### config.mk
export PLATFORM = sky130hd
export DESIGN_NAME = round_controller
export DESIGN_NICKNAME = d
export VERILOG_FILES = /design/src/rtl/round_controller.sv
export SDC_FILE = /design/constraint.sdc
export NUM_CORES = 1
export LEC_CHECK = 0
export CAP_MARGIN = 40
export CORE_ASPECT_RATIO = 0.5
export CORE_MARGIN = 2
export CORE_UTILIZATION = 40
export CTS_CLUSTER_DIAMETER = 150
export DETAILED_ROUTE_END_ITERATION = 10
export PLACE_DENSITY = 0.64
export SLEW_MARGIN = 10
export SYNTH_ARGS = -nofsm -noshare
export SYNTH_HDL_FRONTEND = slang
export SYNTH_SLANG_ARGS = --single-unit
### constraint.sdc
create_clock -name clk -period 9.39 [get_ports clk]
set_clock_uncertainty 0.15 [all_clocks]
set_input_delay 1.878 -clock clk [delete_from_list [all_inputs] [get_ports clk]]
set_output_delay 1.878 -clock clk [all_outputs]
set_load 0.02 [all_outputs]
### src/rtl/round_controller.sv
// round_controller: game sequencer that owns the round countdown timer.
// It starts games, issues the new_round timer reload pulse, gates the
// timer with game_state, counts hits and BCD score, and ends the game on
// timer expiry or after the final round. All outputs are registered.
module round_controller #(
  parameter int unsigned READY_SECS     = 3,  // clk_1 pulses spent in READY (1..15)
  parameter int unsigned HITS_PER_ROUND = 5,  // hits that complete a round (1..15)
  parameter int unsigned MAX_ROUNDS     = 9   // round that, once won, means VICTORY (1..15)
) (
  input  logic       clk,
  input  logic       rst,
  input  logic       clk_1,
  input  logic       start,
  input  logic       hit,
  input  logic       timer_expired,
  output logic       new_round,
  output logic       game_state,
  output logic [2:0] state,
  output logic [3:0] round_num,
  output logic [3:0] hits,
  output logic [3:0] score_s1,
  output logic [3:0] score_s0
);

  typedef enum logic [2:0] {
    IDLE      = 3'd0,
    READY     = 3'd1,
    PLAY      = 3'd2,
    ROUND_WIN = 3'd3,
    GAME_OVER = 3'd4,
    VICTORY   = 3'd5
  } state_e;

  localparam logic [3:0] READY_LOAD = 4'(READY_SECS);
  localparam logic [3:0] HITS_LAST  = 4'(HITS_PER_ROUND - 1);
  localparam logic [3:0] ROUND_LAST = 4'(MAX_ROUNDS);
  localparam logic [6:0] SCORE_MAX  = 7'd99;

  state_e     state_q, state_d;
  logic [3:0] ready_cnt_q, ready_cnt_d;
  logic [3:0] round_q, round_d;
  logic [3:0] hits_q, hits_d;
  logic [6:0] score_q, score_d;
  logic [3:0] s1_q, s1_d;
  logic [3:0] s0_q, s0_d;
  logic       new_round_q, new_round_d;
  logic       game_state_q, game_state_d;

  // Next-state and next-output logic for the game sequence.
  always_comb begin
    // NOTE: every signal gets a default first so no path leaves it unassigned,
    // which would otherwise infer a latch.
    state_d     = state_q;
    ready_cnt_d = ready_cnt_q;
    round_d     = round_q;
    hits_d      = hits_q;
    score_d     = score_q;
    new_round_d = 1'b0;

    case (state_q)
      IDLE, GAME_OVER, VICTORY: begin
        // End states hold counters for display until a new game starts.
        if (start) begin
          state_d     = READY;
          round_d     = 4'd1;
          hits_d      = 4'd0;
          score_d     = 7'd0;
          ready_cnt_d = READY_LOAD;
          new_round_d = 1'b1;
        end
      end
      READY: begin
        if (clk_1) begin
          if (ready_cnt_q == 4'd1) state_d = PLAY;
          else                     ready_cnt_d = ready_cnt_q - 4'd1;
        end
      end
      PLAY: begin
        // A hit is always counted, even when the timer expires in the same cycle.
        if (hit) begin
          hits_d = hits_q + 4'd1;
          if (score_q != SCORE_MAX) score_d = score_q + 7'd1;
        end
        if (hit && hits_q == HITS_LAST) state_d = ROUND_WIN;
        else if (timer_expired)         state_d = GAME_OVER;
      end
      ROUND_WIN: begin
        if (round_q == ROUND_LAST) begin
          state_d = VICTORY;
        end else begin
          state_d     = READY;
          round_d     = round_q + 4'd1;
          hits_d      = 4'd0;
          ready_cnt_d = READY_LOAD;
          new_round_d = 1'b1;
        end
      end
      default: state_d = IDLE;  // unused codes 6 and 7 recover to IDLE
    endcase

    game_state_d = (state_d == PLAY);
    s1_d         = 4'(score_d / 7'd10);
    s0_d         = 4'(score_d % 7'd10);
  end

  // State and output registers with synchronous reset.
  always_ff @(posedge clk) begin
    // NOTE: reset is sampled on the clock edge (synchronous), so it is tested
    // inside the clocked block rather than in the sensitivity list.
    if (rst) begin
      state_q      <= IDLE;
      ready_cnt_q  <= 4'd0;
      round_q      <= 4'd0;
      hits_q       <= 4'd0;
      score_q      <= 7'd0;
      s1_q         <= 4'd0;
      s0_q         <= 4'd0;
      new_round_q  <= 1'b0;
      game_state_q <= 1'b0;
    end else begin
      // NOTE: non-blocking assignments so every register updates from the
      // values present before the edge, independent of statement order.
      state_q      <= state_d;
      ready_cnt_q  <= ready_cnt_d;
      round_q      <= round_d;
      hits_q       <= hits_d;
      score_q      <= score_d;
      s1_q         <= s1_d;
      s0_q         <= s0_d;
      new_round_q  <= new_round_d;
      game_state_q <= game_state_d;
    end
  end

  assign state      = state_q;
  assign new_round  = new_round_q;
  assign game_state = game_state_q;
  assign round_num  = round_q;
  assign hits       = hits_q;
  assign score_s1   = s1_q;
  assign score_s0   = s0_q;

endmodule

# After elaboration in Yosys (flattened, before gate mapping)
# Cells that the tools add are included.
# word_totals
word_cells	65
input_bits	6
register_bits	32
output_inout_bits	21
# op_classes
muxes	26
add_sub_neg	4
div_mod_pow	2
eq_ne	15
n_reduce_logical	9
# ops
cell	n
$mux W4	9
$pmux W4 S3	2
$mux W7	3
$mux W3	6
$pmux W7 S2	1
$pmux W3 S4	1
$ne A2 B2 Y1 const B	5
$eq A3 B2 Y1 const B	3
$add A4 B1 Y4 const B	2
$pmux W4 S2	1
$add A7 B1 Y7 const B	1
$div A7 B4 Y7 const B	1
$mod A7 B4 Y7 const B	1
$ne A7 B7 Y1 const B	1
$eq A3 B3 Y1 const B	2
$reduce_bool A3 Y1	2
$reduce_and A5 Y1	1
$eq A4 B1 Y1 const B	1
$eq A4 B3 Y1 const B	1
$eq A4 B4 Y1 const B	1
$reduce_and A4 Y1	1
$sub A4 B1 Y4 const B	1
$eq A3 B1 Y1 const B	1
$logic_not A3 Y1	1
other kinds (6)	7

# Depth between registers and ports, before layout
# depth
word_depth	5
mapped_depth	21

# Worst setup path after synthesis
# No wires, ideal clock.
# synth_timing
path_kind	input to register
from	input port hit
to	register s0_q[1], in the netlist score_s0[1]
cell_stages	18
slack_ns	3.454
required_ns	9.117
path_buffers	2
arrival_time_ns	5.663
path_cell_list	buf_2 -> nand4_1 -> or4_4 -> o211a_4 -> nor3_4 -> nor2_1 -> ha_1 -> clkbuf_1 -> a311oi_1 -> and3_4 -> ha_1 -> a31oi_1 -> o31ai_4 -> xnor2_1 -> ha_1 -> inv_1 -> a221oi_2 -> mux2_1
# synth_between
elab_chain_cells	3
# synth_lines
item	line	text
start, declared	14	input logic hit,
$mux W7	80	if (hit) begin
$pmux W7 S2	60	case (state_q)
$mod A7 B4 Y7	103	s0_d = 4'(score_d % 7'd10);
end signal, assigned	117	s0_q <= 4'd0;
end signal, assigned	129	s0_q <= s0_d;
end, declared	45	logic [3:0] s0_q, s0_d;
# Every way passes these cells.
# A chain may end at the register's enable or synchronous reset.

# Worst setup path after layout
# Same ends and word-level chain as after synthesis.

==> impl_metrics.ini <==
[placed_design]
gp_congestion = 0.906
port_buffers = 26
dpl.cell_count = 341
dp_hpwl_um = 3550

[global_route]
grt_pass1_wl_um = 8030
grt_max_degree = 16
grt_usage = 0.169
grt_pass1_vias = 1699
antenna_found_initial = 0
grt_overflow_total = 0

[pwr]
p_int_w = 0.000202
power_w = 0.000284
pwr-share-comb = 0.128
clkPwrFrac = 0.377
ir_drop_mv = 0.0702
powerDensity_mw_per_mm2 = 114
p_sw_frac = 0.286
seqPwrFrac = 0.494
p_switching_w = 0.0000810
leakagePower_nw = 0.858

[sta]
hold_ws_ns = 0.373
min_period_over_period = 0.693
relSlewSlack = 0.472
setup_tns_ns = 0
fin_crit_ns = 6.51
max_freq_ghz = 0.154
worst_pin_slew_ns = 0.787
rsz0062_at_grt = false
hold_viol_final = 0
setup_viol = 0
finalMaxSlewViolations = 0

[logic_synthesis]
synth-seq-cells = 31
synthCells = 257
yosys.area.top_type = dfxtp_1
synth-edff-count = 0
synth_area_leaders = dfxtp_1 29%, nor2_1 6.7%, ha_1 6.5%
synthesis.area_mm2 = 0.00212
synth-simple-area-share = 0.275
seq_area_frac_synth = 0.292
synthArstFlopShare = 0
synth_top_family_by_area = simple AND/OR/NAND/NOR gates
synth_xor_area_frac = 0.0371
synth-compound-area-share = 0.252
synth_cell_types = 66
syn_area_per_cell_um2 = 8.26
synth_top_area_frac = 0.292
synthAdderAreaFrac = 0.0648
muxShareOfSynthArea = 0.0106
ys.flop_type = dfxtp_1
ys_warn_count = 0
syn-num-nets = 274

[critical_path]
startpoint_type = input pin
cp-end-kind = register
ff2ff_path_depth = 18
cp_slowest_cell = clkdlybuf4s50_1
critical_path.cell_chain = clkdlybuf4s50_1 -> nand4_1 -> or4_4 -> o211a_4 -> nor3_4 -> nor2_1 -> ha_1 -> a311oi_1 -> nand2_1 -> and3_4 -> ha_1 -> inv_1 -> a31oi_1 -> o31ai_4 -> xnor2_1 -> ha_1 -> inv_1 -> a221oi_2 -> mux2_1
ff2ff_setup_slack_ns = 4.28
cp.arrival_ns = 6.54
cp_common_cell = ha_1
reg2reg_to = score_s0[1]
worst-setup-path-type = input pin to register
cp_max_fo = 13
required_ns = 9.42
timing.rr.start = state[1]
slowest_delay_ns = 0.66

[layout]
mostFrequentLayoutCells = 38 x nor2_1, 31 x dfxtp_1, 26 x clkdlybuf4s50_1, 17 x a21oi_1
finalNonFillerCells = 349
fillCellCount = 474
final_common_cell = nor2_1
area_growth_pct = 16.9
multi_input_area_mm2 = 0.00136
drive_gt1_frac = 0.0968
layout.nets = 295
num_antenna_cells = 0
register_area_um2 = 621

[drt]
firstDrtPassIters = 4
wire_per_inst_um = 13.7
drcViolationCount = 0
met3_length_um = 166
drt-met1-wl_um = 2410
antenna_left = 0
vias = 1908
drtIter0Drc = 76
avgViaCountPerCell = 5.47
drt-total-wl_um = 4770
highest_layer = met4
route.met2.wl_um = 2100

[hold_path]
min_from = ready_cnt_q[1]
hold_class = register to register
hold_depth = 2
holdPathEnd = ready_cnt_q[1]

[clocking]
clk_pin_slew_worst_paths_ns = 0.07
clkLatencyLatePin_ns = 0.30
cts_inserted_buffers = 5
h-tree-depth = 2
cts_buffer_depth = 2
cts-root-buf = clkbuf_8
ctsHoldBuffers = 0
cts.sinks = 31
post_cts_resized = 0
post_cts_buffers = 0
cts_tree = done

[floorplan]
placementRows = 18
dieArea_mm2 = 0.00594
coreArea_mm2 = 0.00502
die_h_um = 55.5
dieWidth_um = 107
io_pins = 27
initial_utilization = 0.423

[outcome]
outcome = complete, no violations

[flow_run]
cap_violations = 0
## state kept, by name (all words and copies together), names as in the netlist
signal and count:
round_num 4, new_round 1, score_s0 3, state 3
game_state 1, hits 4, score_q 7, ready_cnt_q 4
score_s1 4
## per-stage QoR
stage	cell area (µm²)	util	setup slack (ns)
global placement	2390	0.475	2.74
finish	2480	0.494	2.88
global route	2480	0.494	2.50
detailed placement	2400	0.477	2.59
floorplan	2120	-	3.45
CTS	2480	0.494	2.88
## how the worst max path moves through the flow
stage | startpoint | endpoint | slack [ns] | cells after the start
after floorplan | hit | score_s0[1] | 3.45 | 18
after global placement | hit | score_s0[2] | 2.74 | 19
after detailed placement | hit | score_s0[2] | 2.59 | 19
after CTS | hit | score_s0[1] | 2.88 | 19
after global routing | hit | score_s0[1] | 2.50 | 19
final | hit | score_s0[1] | 2.88 | 19
## kinds of logic after synthesis
| family | count (synthesis) |
|---|---|
| simple gates | 107 |
| buf+inv | 29 |
| mux | 2 |
| flops | 31 |
| xor+xnor | 9 |
| fa+ha+maj | 11 |
| compound gates | 68 |
## power groups by stage
stage / sequential [W] / combinational (W) / clock [W]
CTS: 0.000140 / 0.0000366 / 0.000108
detailed placement: 0.000143 / 0.0000364 / 0
global route: 0.000141 / 0.0000404 / 0.000115
floorplan: 0.000144 / 0.0000255 / 0
finish: 0.000140 / 0.0000363 / 0.000107
global placement: 0.000143 / 0.0000350 / 0
## Yosys cell counts, types with 3 or more instances
library cell / instances
nor2_1: 38
dfxtp_1: 31
a21oi_1: 17
inv_1: 15
nand2_1: 15
ha_1: 11
nor3_1: 9
nand3_1: 8
a31oi_1: 7
a211oi_1: 6
clkbuf_1: 5
nand4_1: 5
o21ai_0: 5
xor2_1: 5
nor2b_1: 4
nor4_1: 4
o211ai_1: 4
xnor2_1: 4
buf_4: 3
buf_6: 3
## layout make-up
class	instances	area share
clock buffer	6	0.0292
clock inverter	2	0.00504
tap	70	0.0353
inverter	16	0.0242
timing repair buffer	27	0.109
sequential	31	0.250
multi-input combinational	197	0.547
## critical path: cells and delay by family
kind / cells / cell delay, ns
AO/OA/AOI/OAI: 5 / 1.25
AND/OR/NAND/NOR: 6 / 1.28
buffers and inverters: 3 / 0.81
adder cells (fa/ha/maj): 3 / 0.77
XOR/XNOR: 1 / 0.19
multiplexers: 1 / 0.36
## routing by layer
layer | global-route usage | up-vias
li1 | - | 978
met1 | 0.232 | 884
met5 | 0 | -
met2 | 0.256 | 37
met3 | 0.0425 | 9
met4 | 0.0649 | 0
(Power assumes the default switching activity.)
